File: config.mk
export PLATFORM = sky130hd
export DESIGN_NAME = driver_serializer
export DESIGN_NICKNAME = d
export VERILOG_FILES = /design/src/rtl/driver_pkg.sv /design/src/rtl/gs_lane.sv /design/src/rtl/driver_serializer.sv
export SDC_FILE = /design/constraint.sdc
export NUM_CORES = 2
export LEC_CHECK = 0
export CAP_MARGIN = 10
export CORE_ASPECT_RATIO = 0.75
export CORE_MARGIN = 2
export CORE_UTILIZATION = 55
export DETAILED_ROUTE_END_ITERATION = 16
export PLACE_DENSITY = 0.79
export SYNTH_ARGS = -nofsm -noshare
export SYNTH_HDL_FRONTEND = slang
export SYNTH_SLANG_ARGS = --single-unit
File: constraint.sdc
create_clock -name clk -period 38.7 [get_ports clk]
set_input_delay 7.74 -clock clk [delete_from_list [all_inputs] [get_ports clk]]
set_output_delay 7.74 -clock clk [all_outputs]
set_load 0.005 [all_outputs]
File: src/rtl/driver_pkg.sv
// driver_pkg: shared constants, FSM state type and the
// RGB888 -> 48-bit grayscale expansion for the driver serializer.
package driver_pkg;

    localparam int NB_DRIVERS    = 16;
    localparam int PIXEL_W       = 24;
    localparam int GS_W          = 48;
    localparam int WORDS_PER_SEQ = 16;

    localparam int BIT_W  = 6;
    localparam int WORD_W = 4;

    localparam logic [BIT_W-1:0]  LAST_BIT   = BIT_W'(GS_W - 1);
    localparam logic [WORD_W-1:0] LAST_WORD  = WORD_W'(WORDS_PER_SEQ - 1);
    // lat spans one SCLK edge (WRTGS) or three edges (LATGS)
    localparam logic [BIT_W-1:0]  WRTGS_BITS = BIT_W'(1);
    localparam logic [BIT_W-1:0]  LATGS_BITS = BIT_W'(3);

    typedef enum logic [1:0] {
        IDLE  = 2'd0,
        LOAD  = 2'd1,
        SHIFT = 2'd2,
        NEXT  = 2'd3
    } ser_state_t;

    // Each 8-bit channel is replicated to 16 bits: {R16, G16, B16}
    function automatic logic [GS_W-1:0] gs_expand(
        input logic [PIXEL_W-1:0] rgb
    );
        return {rgb[23:16], rgb[23:16],
                rgb[15:8],  rgb[15:8],
                rgb[7:0],   rgb[7:0]};
    endfunction

endpackage

File: src/rtl/gs_lane.sv
// gs_lane: one driver lane, a 48-bit MSB-first shift register.
// sin is the register MSB, so it is a registered output.
module gs_lane
    import driver_pkg::*;
(
    input  logic            clk,
    input  logic            rst,
    input  logic            clr,
    input  logic            load,
    input  logic            shift,
    input  logic [GS_W-1:0] gs,
    output logic            sin
);

    logic [GS_W-1:0] shreg;

    // Clear wins over load, load over shift; zeros fill from the LSB
    always_ff @(posedge clk or posedge rst) begin
        if (rst) begin
            shreg <= '0;
        end else if (clr) begin
            shreg <= '0;
        end else if (load) begin
            shreg <= gs;
        end else if (shift) begin
            shreg <= {shreg[GS_W-2:0], 1'b0};
        end
    end

    assign sin = shreg[GS_W-1];

endmodule

File: src/rtl/driver_serializer.sv
// driver_serializer: latches a 16-lane column word, shifts it out
// on parallel SIN lanes with SCLK/LAT, and pulses EOC per word.
module driver_serializer
    import driver_pkg::*;
(
    input  logic                          clk,
    input  logic                          rst,
    input  logic                          clk_enable,
    input  logic                          SOF,
    input  logic                          driver_SOF,
    input  logic [NB_DRIVERS*PIXEL_W-1:0] data_in,
    output logic                          EOC,
    output logic                          sclk,
    output logic [NB_DRIVERS-1:0]         sin,
    output logic                          lat,
    output logic                          busy
);

    ser_state_t        state, state_n;
    logic [BIT_W-1:0]  bit_cnt, bit_n;
    logic [WORD_W-1:0] word_cnt, word_n;
    logic              phase, phase_n;

    logic              eoc_n, sclk_n, lat_n, busy_n;
    logic [BIT_W-1:0]  lat_lim;
    logic              lane_load, lane_shift;

    // Next state and counters; SOF overrides everything, even when disabled
    always_comb begin
        state_n = state;
        bit_n   = bit_cnt;
        word_n  = word_cnt;
        phase_n = phase;
        if (SOF) begin
            state_n = IDLE;
            bit_n   = '0;
            word_n  = '0;
            phase_n = 1'b0;
        end else if (clk_enable) begin
            unique case (state)
                IDLE: begin
                    if (driver_SOF) begin
                        state_n = LOAD;
                        word_n  = '0;
                    end
                end
                LOAD: begin
                    state_n = SHIFT;
                    bit_n   = '0;
                    phase_n = 1'b0;
                end
                SHIFT: begin
                    if (!phase) begin
                        phase_n = 1'b1;
                    end else begin
                        phase_n = 1'b0;
                        if (bit_cnt == LAST_BIT) begin
                            state_n = NEXT;
                        end else begin
                            bit_n = bit_cnt + 1'b1;
                        end
                    end
                end
                NEXT: begin
                    if (word_cnt == LAST_WORD) begin
                        state_n = IDLE;
                        word_n  = '0;
                    end else begin
                        state_n = LOAD;
                        word_n  = word_cnt + 1'b1;
                    end
                end
            endcase
        end
    end

    // Outputs follow the upcoming state so they line up with it cycle-for-cycle
    always_comb begin
        lat_lim = (word_n == LAST_WORD) ? LATGS_BITS : WRTGS_BITS;
        eoc_n   = (state_n == NEXT);
        sclk_n  = (state_n == SHIFT) && phase_n;
        lat_n   = (state_n == SHIFT) && (bit_n < lat_lim);
        busy_n  = (state_n != IDLE);
    end

    // State and counter registers
    always_ff @(posedge clk or posedge rst) begin
        if (rst) begin
            state    <= IDLE;
            bit_cnt  <= '0;
            word_cnt <= '0;
            phase    <= 1'b0;
        end else begin
            state    <= state_n;
            bit_cnt  <= bit_n;
            word_cnt <= word_n;
            phase    <= phase_n;
        end
    end

    // Registered control outputs; they hold whenever the state holds
    always_ff @(posedge clk or posedge rst) begin
        if (rst) begin
            EOC  <= 1'b0;
            sclk <= 1'b0;
            lat  <= 1'b0;
            busy <= 1'b0;
        end else begin
            EOC  <= eoc_n;
            sclk <= sclk_n;
            lat  <= lat_n;
            busy <= busy_n;
        end
    end

    // Lanes capture in LOAD and shift at the end of each SCLK-high cycle
    assign lane_load  = clk_enable && !SOF && (state == LOAD);
    assign lane_shift = clk_enable && !SOF && (state == SHIFT) && phase;

    for (genvar d = 0; d < NB_DRIVERS; d++) begin : g_lane
        logic [GS_W-1:0] gs;
        assign gs = gs_expand(data_in[PIXEL_W*d +: PIXEL_W]);

        gs_lane u_lane (
            .clk   (clk),
            .rst   (rst),
            .clr   (SOF),
            .load  (lane_load),
            .shift (lane_shift),
            .gs    (gs),
            .sin   (sin[d])
        );
    end

endmodule
==> run_results.csv <==
group,metric,value,unit
worst_setup_path,crit_path_end_kind,"flip-flop",
synth,syn_avg_cell_area,12.0,sq um
final_layout,design_area,39400,sq um
placement,gp_congestion,0.872,
hold_path,hold_path_class,"reg -> reg",
power_and_ir_drop,p_comb_share,8.7,%
timing,period_needed,12.54,ns
worst_setup_path,worstSetupStartpointType,"input pin",
run_status,status,"complete, no violations",
floorplanning,core,59300,sq um
timing,finalSetupTns,0,ns
synth,synth_ff_type,"dfrtp_1",
power_and_ir_drop,p_int,1350,uW
detailed_routing,first_pass_iters,12,
clock_tree,cts_max_path_buffers,3,
synth,yosysTopAreaCell,"dfrtp_1",
power_and_ir_drop,powerDensity,44.9,nW/um^2
clock_tree,htreeDepth,3,
final_layout,fillCellCount,4298,
detailed_routing,vias,25235,
global_route,track_usage,27.9,%
floorplanning,num_rows,77,
timing,tightestPinTransition,1.44,ns
worst_setup_path,crit_type,"in -> reg",
placement,io_buffers,408,
worst_setup_path,worstPathArrival,13.07,ns
timing,relSlewSlack,4.03,%
final_layout,syn_to_final_growth,19.2,%
clock_tree,cts_setup_buffers,0,
global_route,antenna_found_initial,22,
final_layout,finish.utilization,66.6,%
synth,synthArstFlopShare,100,%
clock_tree,cts_sinks,785,
clock_tree,cts_buffers,74,
final_layout,seq_area,19600,sq um
floorplanning,dieArea,62200,sq um
detailed_routing,drc,0,
placement,placed_area,36900,sq um
synth,yosysTopAreaCellShare,59.4,%
synth,ys_warn_count,0,
final_layout,multiInputGateArea,11300,sq um
timing,drv_slew,0,
placement,dp_slack,25.75,ns
global_route,grt_max_degree,255,
final_layout,layout.nets,3362,
final_layout,drive_gt1_share,5.13,%
floorplanning,initial_utilization,55.8,%
synth,syn_nets,3152,
detailed_routing,routed_via_density,6.59,
placement,hpwl,53300,microns
synth,synth_seq_cells,785,
power_and_ir_drop,switching_share,23.5,%
synth,seq_area_frac_synth,59.4,%
timing,layout_setup_ws,26.16,ns
timing,rsz0062_at_grt,"no",
clock_tree,clk_pin_slew_worst_paths,0.07,ns
timing,hold_viol_final,0,
timing,fmax,0.0797,GHz
floorplanning,die-height,216,microns
placement,dp_cells,3679,
synth,synth_area_leaders,"dfrtp_1 59%, a221o_1 14%, a222oi_1 4.5%",
power_and_ir_drop,p_sw,417,uW
timing,fin_crit_sh,32.4,%
floorplanning,die_w,287,microns
synth,synth-edff-count,0,
synth,synth.distinct_cells,48,
global_route,overflow,0,
worst_setup_path,crit_required,39.23,ns
global_route,grt_pass1_vias,25084,
power_and_ir_drop,leakage,0.0193,uW
final_layout,final_cell_count_no_fill,3829,
clock_tree,cts_tree,"done",
clock_tree,cts_hold_buf,0,
clock_tree,root_buffer,"clkbuf_16",
floorplanning,num_io_pins,409,
timing,skew,0.0138,ns
power_and_ir_drop,seqPwrFrac,49.6,%
power_and_ir_drop,irDropWorstVdd,0.0350,mV
global_route,grt_pass1_wl,139000,microns
run,max-cap-violations,0,
synth,syn_inst,2756,
clock_tree,insertion_delay,0.61,ns
timing,finalSetupViolations,0,
clock_tree,ctsResizeCount,0,
power_and_ir_drop,pwr-share-clk,41.7,%
detailed_routing,drt-wirelength-per-cell,22.8,microns
detailed_routing,wl,87300,microns
detailed_routing,first_iter_violations,3252,
detailed_routing,route.antenna.remaining_nets,0,
synth,syn_area,33100,sq um
worst_setup_path,cp_max_fo,248,
==> power groups by stage <==
stage | Clock (uW) | Combinational [uW] | Sequential, uW
after floorplan | 0 | 86.3 | 886
after global placement | 0 | 148 | 891
after detailed placement | 0 | 153 | 892
after CTS | 749 | 154 | 878
after global routing | 781 | 169 | 882
final | 739 | 154 | 878
==> cells by family after synthesis <==
logic type / Yosys count / synth area share, %
AOI/OAI and AO/OA: 940 / 23.7
adders and majority gates: 7 / 0.265
xor gates and xnor gates: 2 / 0.0530
muxes: 2 / 0.0605
buffers and inverters: 457 / 6.43
DFF: 785 / 59.4
and+or+nand+nor: 563 / 10.1
==> stage by stage <==
| step | total power, uW | hold slack, ns |
|---|---|---|
| 5_1_grt | 1830 | 0.514 |
| 3_5_place_dp | 1050 | 0.475 |
| 4_1_cts | 1780 | 0.489 |
| 3_3_place_gp | 1040 | 0.458 |
| 2_1_floorplan | 972 | 0.448 |
| 6_report | 1770 | 0.478 |
==> worst paths after layout <==
path	depth (start not counted)	slack, ns	to	from
hold / removal	2	0.48	g_lane[13].u_lane.shreg[35]	g_lane[13].u_lane.shreg[34]
setup reg to reg	10	33.57	g_lane[0].u_lane.shreg[3]	state[0]
max in group asynchronous	5	27.54	g_lane[2].u_lane.shreg[34]	rst
hold reg to reg	2	0.48	g_lane[13].u_lane.shreg[35]	g_lane[13].u_lane.shreg[34]
min in group asynchronous	2	7.66	g_lane[5].u_lane.shreg[4]	rst
setup / recovery	9	26.16	g_lane[0].u_lane.shreg[1]	clk_enable
==> Yosys cell counts, drive strengths merged (2+ instances only) <==
cell,number
a22o,16
and2,2
a221o,454
nor2,20
a41oi,2
mux2i,2
clkbuf,167
nor3b,151
a222oi,148
nand2,138
nor2b,7
and3,228
ha,7
inv,154
buf,136
nand4,2
a21oi,175
nand3,5
nand4b,2
dfrtp,785
o21ai,134
nand2b,3
or4,2
==> critical path: stages <==
cell             delay (ns)
clkdlybuf4s50_1        0.60
nor2b_4                0.21
buf_12                 0.63
and3_4                 0.70
nor2b_4                1.06
buf_4                  0.64
buf_12                 0.57
a222oi_1               0.22
inv_1                  0.11
==> layer usage <==
layer  track usage (%)  wire length, microns
met5                 0                    63
met4              9.79                  2500
met3              5.13                  6370
met2              42.8                 41000
met1              40.3                 37400
==> flip-flops by register name, summed over array words and instances (netlist names) <==
register	cells
sclk	1
lat	1
busy	1
word_cnt	4
state	2
phase	1
g_lane.u_lane.shreg	768
EOC	1
bit_cnt	6
==> placed cells by master (no fill, tap or decap), types with 3 or more instances in the layout <==
cell type          n
bufinv_16          5
a222oi_1         148
diode_2           18
a221o_1          454
nand2_1          137
nor2b_1            5
clkdlybuf4s50_1  407
clkbuf_8          11
clkinvlp_4         5
nor2_1            19
nand2b_1           3
clkinv_2          11
dfrtp_1          785
clkbuf_1          18
buf_12             4
inv_1            153
and3_1           227
nor3b_1          151
clkbuf_16         79
a22o_1            16
nand3_1            5
buf_4             24
o21ai_0          133
a21oi_1          174
ha_1               6
==> area by class of cell <==
cell class	instances	share of cell area (%)
diodes	18	0.114
clock buffers	108	5.57
clock inverters	23	0.660
inverters	154	1.48
multi-input cells	1514	28.8
flip-flops and latches	785	49.8
well taps	790	2.51
repair buffers	437	11.1
Note: power is estimated with default switching activity, not from simulation.
